**config.mk**
```make
export PLATFORM = sky130hd
export DESIGN_NAME = stream_arb_mux
export DESIGN_NICKNAME = d
export VERILOG_FILES = /design/src/rtl/stream_arb_mux.sv
export SDC_FILE = /design/constraint.sdc
export NUM_CORES = 1
export LEC_CHECK = 0
export CAP_MARGIN = 20
export CORE_UTILIZATION = 31
export CTS_CLUSTER_SIZE = 16
export DETAILED_ROUTE_END_ITERATION = 7
export MAX_ROUTING_LAYER = met4
export PLACE_DENSITY = 0.83
export SLEW_MARGIN = 20
export SYNTH_ARGS = -nofsm -noshare
export SYNTH_HDL_FRONTEND = slang
export SYNTH_SLANG_ARGS = --single-unit
```
**constraint.sdc**
```tcl
create_clock -name clk -period 2.45 [get_ports clk]
set_input_delay 0.49 -clock clk [delete_from_list [all_inputs] [get_ports clk]]
set_output_delay 0.49 -clock clk [all_outputs]
set_load 0.01 [all_outputs]
```
**src/rtl/stream_arb_mux.sv**
```systemverilog
// Registered N-to-1 stream mux with round-robin / fixed-priority / forced select.
// Ports: clk, rst (sync, active-high), in_data/in_valid/in_ready per channel,
//        force_en/force_sel, out_data/out_sel/out_valid/out_ready.
module stream_arb_mux #(
  parameter int WIDTH   = 32,
  parameter int NUM_CH  = 4,
  parameter int SEL_W   = 2,
  parameter int RR_MODE = 1
) (
  input  logic                    clk,
  input  logic                    rst,
  input  logic [NUM_CH*WIDTH-1:0] in_data,
  input  logic [NUM_CH-1:0]       in_valid,
  output logic [NUM_CH-1:0]       in_ready,
  input  logic                    force_en,
  input  logic [SEL_W-1:0]        force_sel,
  output logic [WIDTH-1:0]        out_data,
  output logic [SEL_W-1:0]        out_sel,
  output logic                    out_valid,
  input  logic                    out_ready
);

  logic [SEL_W-1:0]  last_grant;
  logic [NUM_CH-1:0] elig;
  logic [SEL_W-1:0]  grant;
  logic              found;
  logic              load_en;
  logic              accept;
  logic [WIDTH-1:0]  gdata;

  assign load_en = !out_valid || out_ready;

  always_comb begin
    elig = '0;
    if (force_en) begin
      if (int'(force_sel) < NUM_CH)
        elig[force_sel] = in_valid[force_sel];
    end else begin
      elig = in_valid;
    end
  end

  // Scan order starts just after the last grant in RR mode,
  // at index 0 in fixed-priority mode; first hit wins.
  always_comb begin
    int               idx;
    logic [SEL_W-1:0] cand;
    idx   = 0;
    cand  = '0;
    grant = '0;
    found = 1'b0;
    for (int k = 0; k < NUM_CH; k++) begin
      if (RR_MODE != 0)
        idx = (int'(last_grant) + 1 + k) % NUM_CH;
      else
        idx = k;
      cand = SEL_W'(idx);
      if (!found && elig[cand]) begin
        found = 1'b1;
        grant = cand;
      end
    end
  end

  always_comb begin
    gdata = '0;
    for (int k = 0; k < NUM_CH; k++) begin
      if (SEL_W'(k) == grant)
        gdata = in_data[k*WIDTH +: WIDTH];
    end
  end

  assign accept = load_en && found && !rst;

  always_comb begin
    in_ready = '0;
    if (accept)
      in_ready[grant] = 1'b1;
  end

  always_ff @(posedge clk) begin
    if (rst) begin
      out_valid  <= 1'b0;
      out_data   <= '0;
      out_sel    <= '0;
      last_grant <= SEL_W'(NUM_CH - 1);
    end else if (accept) begin
      out_valid <= 1'b1;
      out_data  <= gdata;
      out_sel   <= grant;
      // Forced beats leave the round-robin pointer alone.
      if (!force_en)
        last_grant <= grant;
    end else if (out_ready) begin
      out_valid <= 1'b0;
    end
  end

endmodule

```
== Word level (Yosys, flattened, before mapping) ==
Cells that the tools add are included.
Operators by class
  magnitude comparators: 8
  bitwise operators: 2
  add/subtract/negate cells: 4
  multiplexer cells: 30
  eq/ne operators: 3
  reductions and logical operators: 16
Operator list (count)
  $mux W32: 4
  $lt A2 B3 Y1 const B: 6
  $mux W1: 13
  $bmux W1 S2: 5
  $mux W2: 4
  $mux W4: 2
  $logic_and A1 B1 Y1: 7
  $add A2 B2 Y2 const B: 3
  $logic_not A1 Y1: 5
  $and A4 B4 Y4: 1
  $demux W1 S2: 2
  $eq A2 B2 Y1 const A: 2
  $ge A2 B1 Y1 const B: 2
  $add A2 B1 Y2 const B: 1
  $eq A1 B2 Y1 const A: 1
  $logic_not A2 Y1: 1
  $reduce_and A2 Y1: 1
  $reduce_bool A2 Y1: 1
  $logic_or A1 B1 Y1: 1
  $not A1 Y1: 1
Storage, ports and cells
  word-level logic and storage cells: 67
  bits of input ports: 138
  output and inout port bits: 39
  register bits after elaboration: 37

== Longest topological paths before layout ==
  depth in word-level cells: 23
  gate-level depth with buffers: 9
  gate-level depth less buffers: 6

== Least setup slack after synthesis ==
Ideal clock, no wire load.
  path type: in2out
  from: input force_sel[0]
  to: output in_ready[2]
  path buffers: 3
  stages: 9
  required time: 1.960 ns
  slack: 0.120 ns
  data arrival time: 1.840 ns
  cells stage by stage: nand2b_1 -> a21boi_1 -> o2bb2ai_1 -> a311oi_1 -> buf_2 -> buf_6 -> buf_6 -> nand2_1 -> nor2_1
On the way
  cells in the longest elaborated chain, start to end: 23
  elaborated cells on any way between the ends: 39
  those cells by class: 4 x order compare; 24 x mux; 1 x bitwise; 10 x reduce/logical
RTL lines
  start, declared: line 16  | input logic [SEL_W-1:0] force_sel,
  $lt A2 B3 Y1 (implied by the code) / $ge A2 B1 Y1 (equally long branches): line 37  | elig[force_sel] = in_valid[force_sel];
  $logic_and A1 B1 Y1 (implied by the code): line 37
  $mux W1 (implied by the code): line 37
  $demux W1 S2: line 37
  $and A4 B4 Y4 (no line) *
  $mux W4 *: line 35  | if (force_en) begin
  $bmux W1 S2: line 58  | if (!found && elig[cand]) begin
  $mux W1 (implied by the code): line 58
  (+7 left out)
  $logic_not A1 Y1: line 58
  $logic_and A1 B1 Y1: line 58
  $mux W2: line 58
  $lt A2 B3 Y1 (implied by the code) / $ge A2 B1 Y1 (equally long branches): line 78  | in_ready[grant] = 1'b1;
  $logic_and A1 B1 Y1 (implied by the code): line 78
  $mux W1 (implied by the code): line 78
  $demux W1 S2: line 78
  $mux W4 *: line 77  | if (accept)
  end, declared: line 14  | output logic [NUM_CH-1:0] in_ready,
Every way passes the cells marked *; elsewhere a longest branch is shown, timed or not. The select of a mux whose other input is x is not followed.

== Final worst setup path ==
  from: input in_valid[3]
  to: output in_ready[0]
On the way
  cells in the longest elaborated chain, start to end: 21
  elaborated cells on any way between the ends: 34
  those cells by class: 2 x order compare; 22 x mux; 1 x bitwise; 9 x reduce/logical
RTL lines
  start, declared: line 13  | input logic [NUM_CH-1:0] in_valid,
  $bmux W1 S2: line 37
  $mux W1 (implied by the code): line 37
  $and A4 B4 Y4 (no line)
  $mux W4 *: line 35
  $bmux W1 S2: line 58
  $mux W1 (implied by the code): line 58
  $mux W1: line 58
  $logic_not A1 Y1: line 58
  (+5 left out)
  $logic_not A1 Y1: line 58
  $logic_and A1 B1 Y1: line 58
  $mux W2: line 58
  $lt A2 B3 Y1 (implied by the code) / $ge A2 B1 Y1 (equally long branches): line 78
  $logic_and A1 B1 Y1 (implied by the code): line 78
  $mux W1 (implied by the code): line 78
  $demux W1 S2: line 78
  $mux W4 *: line 77
Marks and branches as above.

==> run summary <==
Synth area leaders: dfxtp_1, mux2i_1, o221ai_1
CTS clk-pin slew, worst paths: 0.07 ns
DP Wirelength: 5650 µm
Peak supply drop: 0.000222 V
Hold buffers post-CTS: 0
# IOs: 177
Yosys reg bits: 37
Syn nets: 366
Synth Flop Type: dfxtp_1
Crit end category: output port
Synth Area in Simple Gates: 0.127
Largest area contributor in the netlist: dfxtp_1
HP Class: reg2reg
Vias in the first global route: 2,584
Post-Layout Cell Count: 493
Fin. Hold Viols: 0
Worst EP arrival: 1.86 ns
Final WL: 7510 µm
Layout area overhead: 98.4%
Most common cell in the netlist: mux2i_1
Clock tree sinks: 37
CTS tree: yes
Final Skew: 0.00162 ns
CP max FO: 4
Period utilization: 0.959
Worst-case reg-to-reg path depth: 8
Main combinational cell family by area after synthesis: multiplexers
Worst hold stages: 2
Synth Area in XOR/XNOR: 0
Compound-Gate Fraction of Synth Area: 0.181
Post-Syn Area: 0.00216 mm²
Final setup viols: 0
First-pass DRT Iterations: 4
Initial antenna violation count: 0
Max-slew violations: 0
Post-synthesis mux area share: 0.296
Via count: 2,509
H-tree Lvls: 2
CTS max path bufs: 2
Residual DRC: 0
Die area: 0.00731 mm²
Synth top area share: 0.343
Final Wtd Congestion: 0.811
RSZ-0062 raised after global routing: no
Ys Warns: 0
Wire length of the first global-routing pass: 12,100 µm
# rows: 30
Largest net degree at the start of global routing: 34
Hold_sp: out_data[20]$_SDFFE_PP0P_
FFs w/ async S/R, synth: 0
Synth unique cells: 28
Total global routing track utilization: 0.213
Die width: 85.5 µm
Overall power: 0.00207 W
Power Density: 483 mW/mm²
Slew margin rel.: 0.740
Die Ht: 85.5 µm
CP Class: in2out
Worst setup SP type: input port
Iter 0 DRT Violations: 93
Vias/cell: 5.09
Critical Path RT: 1.96 ns
Initial core utilization: 0.320
Syn_area_per_cell: 9.48 µm²
Routed len/inst: 15.2 µm
Pleak: 1.66 nW
Total CTS buffers: 5
Gate Count Post-Synth: 228
Later-pin clock latency in the skew report: 0.28 ns
Fin nets: 550
R2R Path Start: last_grant[0]$_SDFFE_PP1P_
Critical Path Start: in_valid[3]
Dpl cells: 483
Register area share after synthesis: 0.343
GRT overflow: 0
Number of max-cap violations: 0
Number of synthesized flops with an enable pin: 0
Layout cells sized above 1: 0.138
Most frequent cells after synthesis: mux2i_1, dfxtp_1, nand2_1
Min cycle time layout: 2.35 ns
Final antenna-violating net count: 0
Core box area: 0.00676 mm²
Diodes inserted: 0
Post-synthesis adder-cell area fraction: 0
FILL cells: 571
FMAX: 426 MHz
Status: complete, no violations
Root Buffer: clkbuf_8
PortBufs: 176
Slew @ Worst Pin: 0.390 ns
sequential cells by signal (all words and copies together), names as in the netlist:
register and cells:
last_grant 2, out_data 32, out_sel 2, out_valid 1
cells by family after synthesis:
family,after synthesis
flip-flops,37
buffers and inverters,20
AND/OR/NAND/NOR,60
multiplexers,64
AO/OA/AOI/OAI,47
per-layer routing:
layer,vias up,track usage,wire length (µm)
met3,6,0.0510,478
met4,0,0.0439,51
met1,1165,0.229,2920
li1,1236,-,-
met5,-,-,0
met2,102,0.398,4060
placed cells by master, fill, tap and decap left out, types with 2 or more instances in the layout:
cell and count:
clkdlybuf4s50_1 165, mux2i_1 64, dfxtp_1 37, nand2_1 33, o221ai_1 32, buf_4 15, buf_6 7, clkbuf_8 5
nand2b_4 3, and2_1 3, nor2_1 3, and3_4 2, nor2b_1 2, nand2b_1 2, nand2_2 2, nor2_2 2
nor2_4 2, a21oi_1 2, a211o_1 2, clkinv_2 2, dlygate4sd2_1 2, buf_2 2
critical path, stage by stage:
cell and delay (ns):
dlygate4sd2_1 0.31, nand3b_1 0.14, o2bb2ai_2 0.16, a311oi_4 0.30
buf_6 0.16, buf_6 0.12, nor2_4 0.03, buf_4 0.14
metrics by stage:
stage | setup TNS [ns] | cell area [µm²] | setup WS (ns) | utilization | hold slack (ns)
after floorplan | 0 | 2160 | 0.120 | - | 0.488
after global placement | -17.55 | 4060 | -0.659 | 0.601 | 0.442
after detailed placement | -19.55 | 4060 | -0.738 | 0.601 | 0.448
after CTS | 0 | 4240 | 0.00961 | 0.628 | 0.468
after global routing | 0 | 4290 | 0.00169 | 0.635 | 0.495
final | 0 | 4290 | 0.100 | 0.635 | 0.465
worst paths after layout:
kind	to	slack, ns
setup / recovery	in_ready[0]	0.10
hold / removal	out_data[20]$_SDFFE_PP0P_	0.47
setup reg to reg	out_data[12]$_SDFFE_PP0P_	0.22
hold reg to reg	out_data[20]$_SDFFE_PP0P_	0.47
cell type report:
cell class	count	area, µm²	share of cell area
clock buffers	6	72.6	0.0169
clock inverters	2	10.0	0.00233
inverters	2	10.0	0.00233
multi-input cells	171	1450	0.337
flip-flops and latches	37	741	0.173
well taps	80	100	0.0233
repair buffers	195	1910	0.445
timing repair:
| action | CTS | global route |
|---|---|---|
| pin swaps | 11 | 8 |
| setup endpoints to repair | 33 | 28 |
| gates resized for setup | 48 | 21 |
| setup buffers | 5 | 0 |
where the power goes:
| group | internal (W) | leakage (nW) | switching [W] |
|---|---|---|---|
| Combinational | 0.000556 | 1.31 | 0.000349 |
| Clock | 0.000197 | 0.0450 | 0.000217 |
| Sequential | 0.000698 | 0.307 | 0.0000524 |
| Total | 0.00145 | 1.66 | 0.000619 |
(Power assumes the default switching activity.)
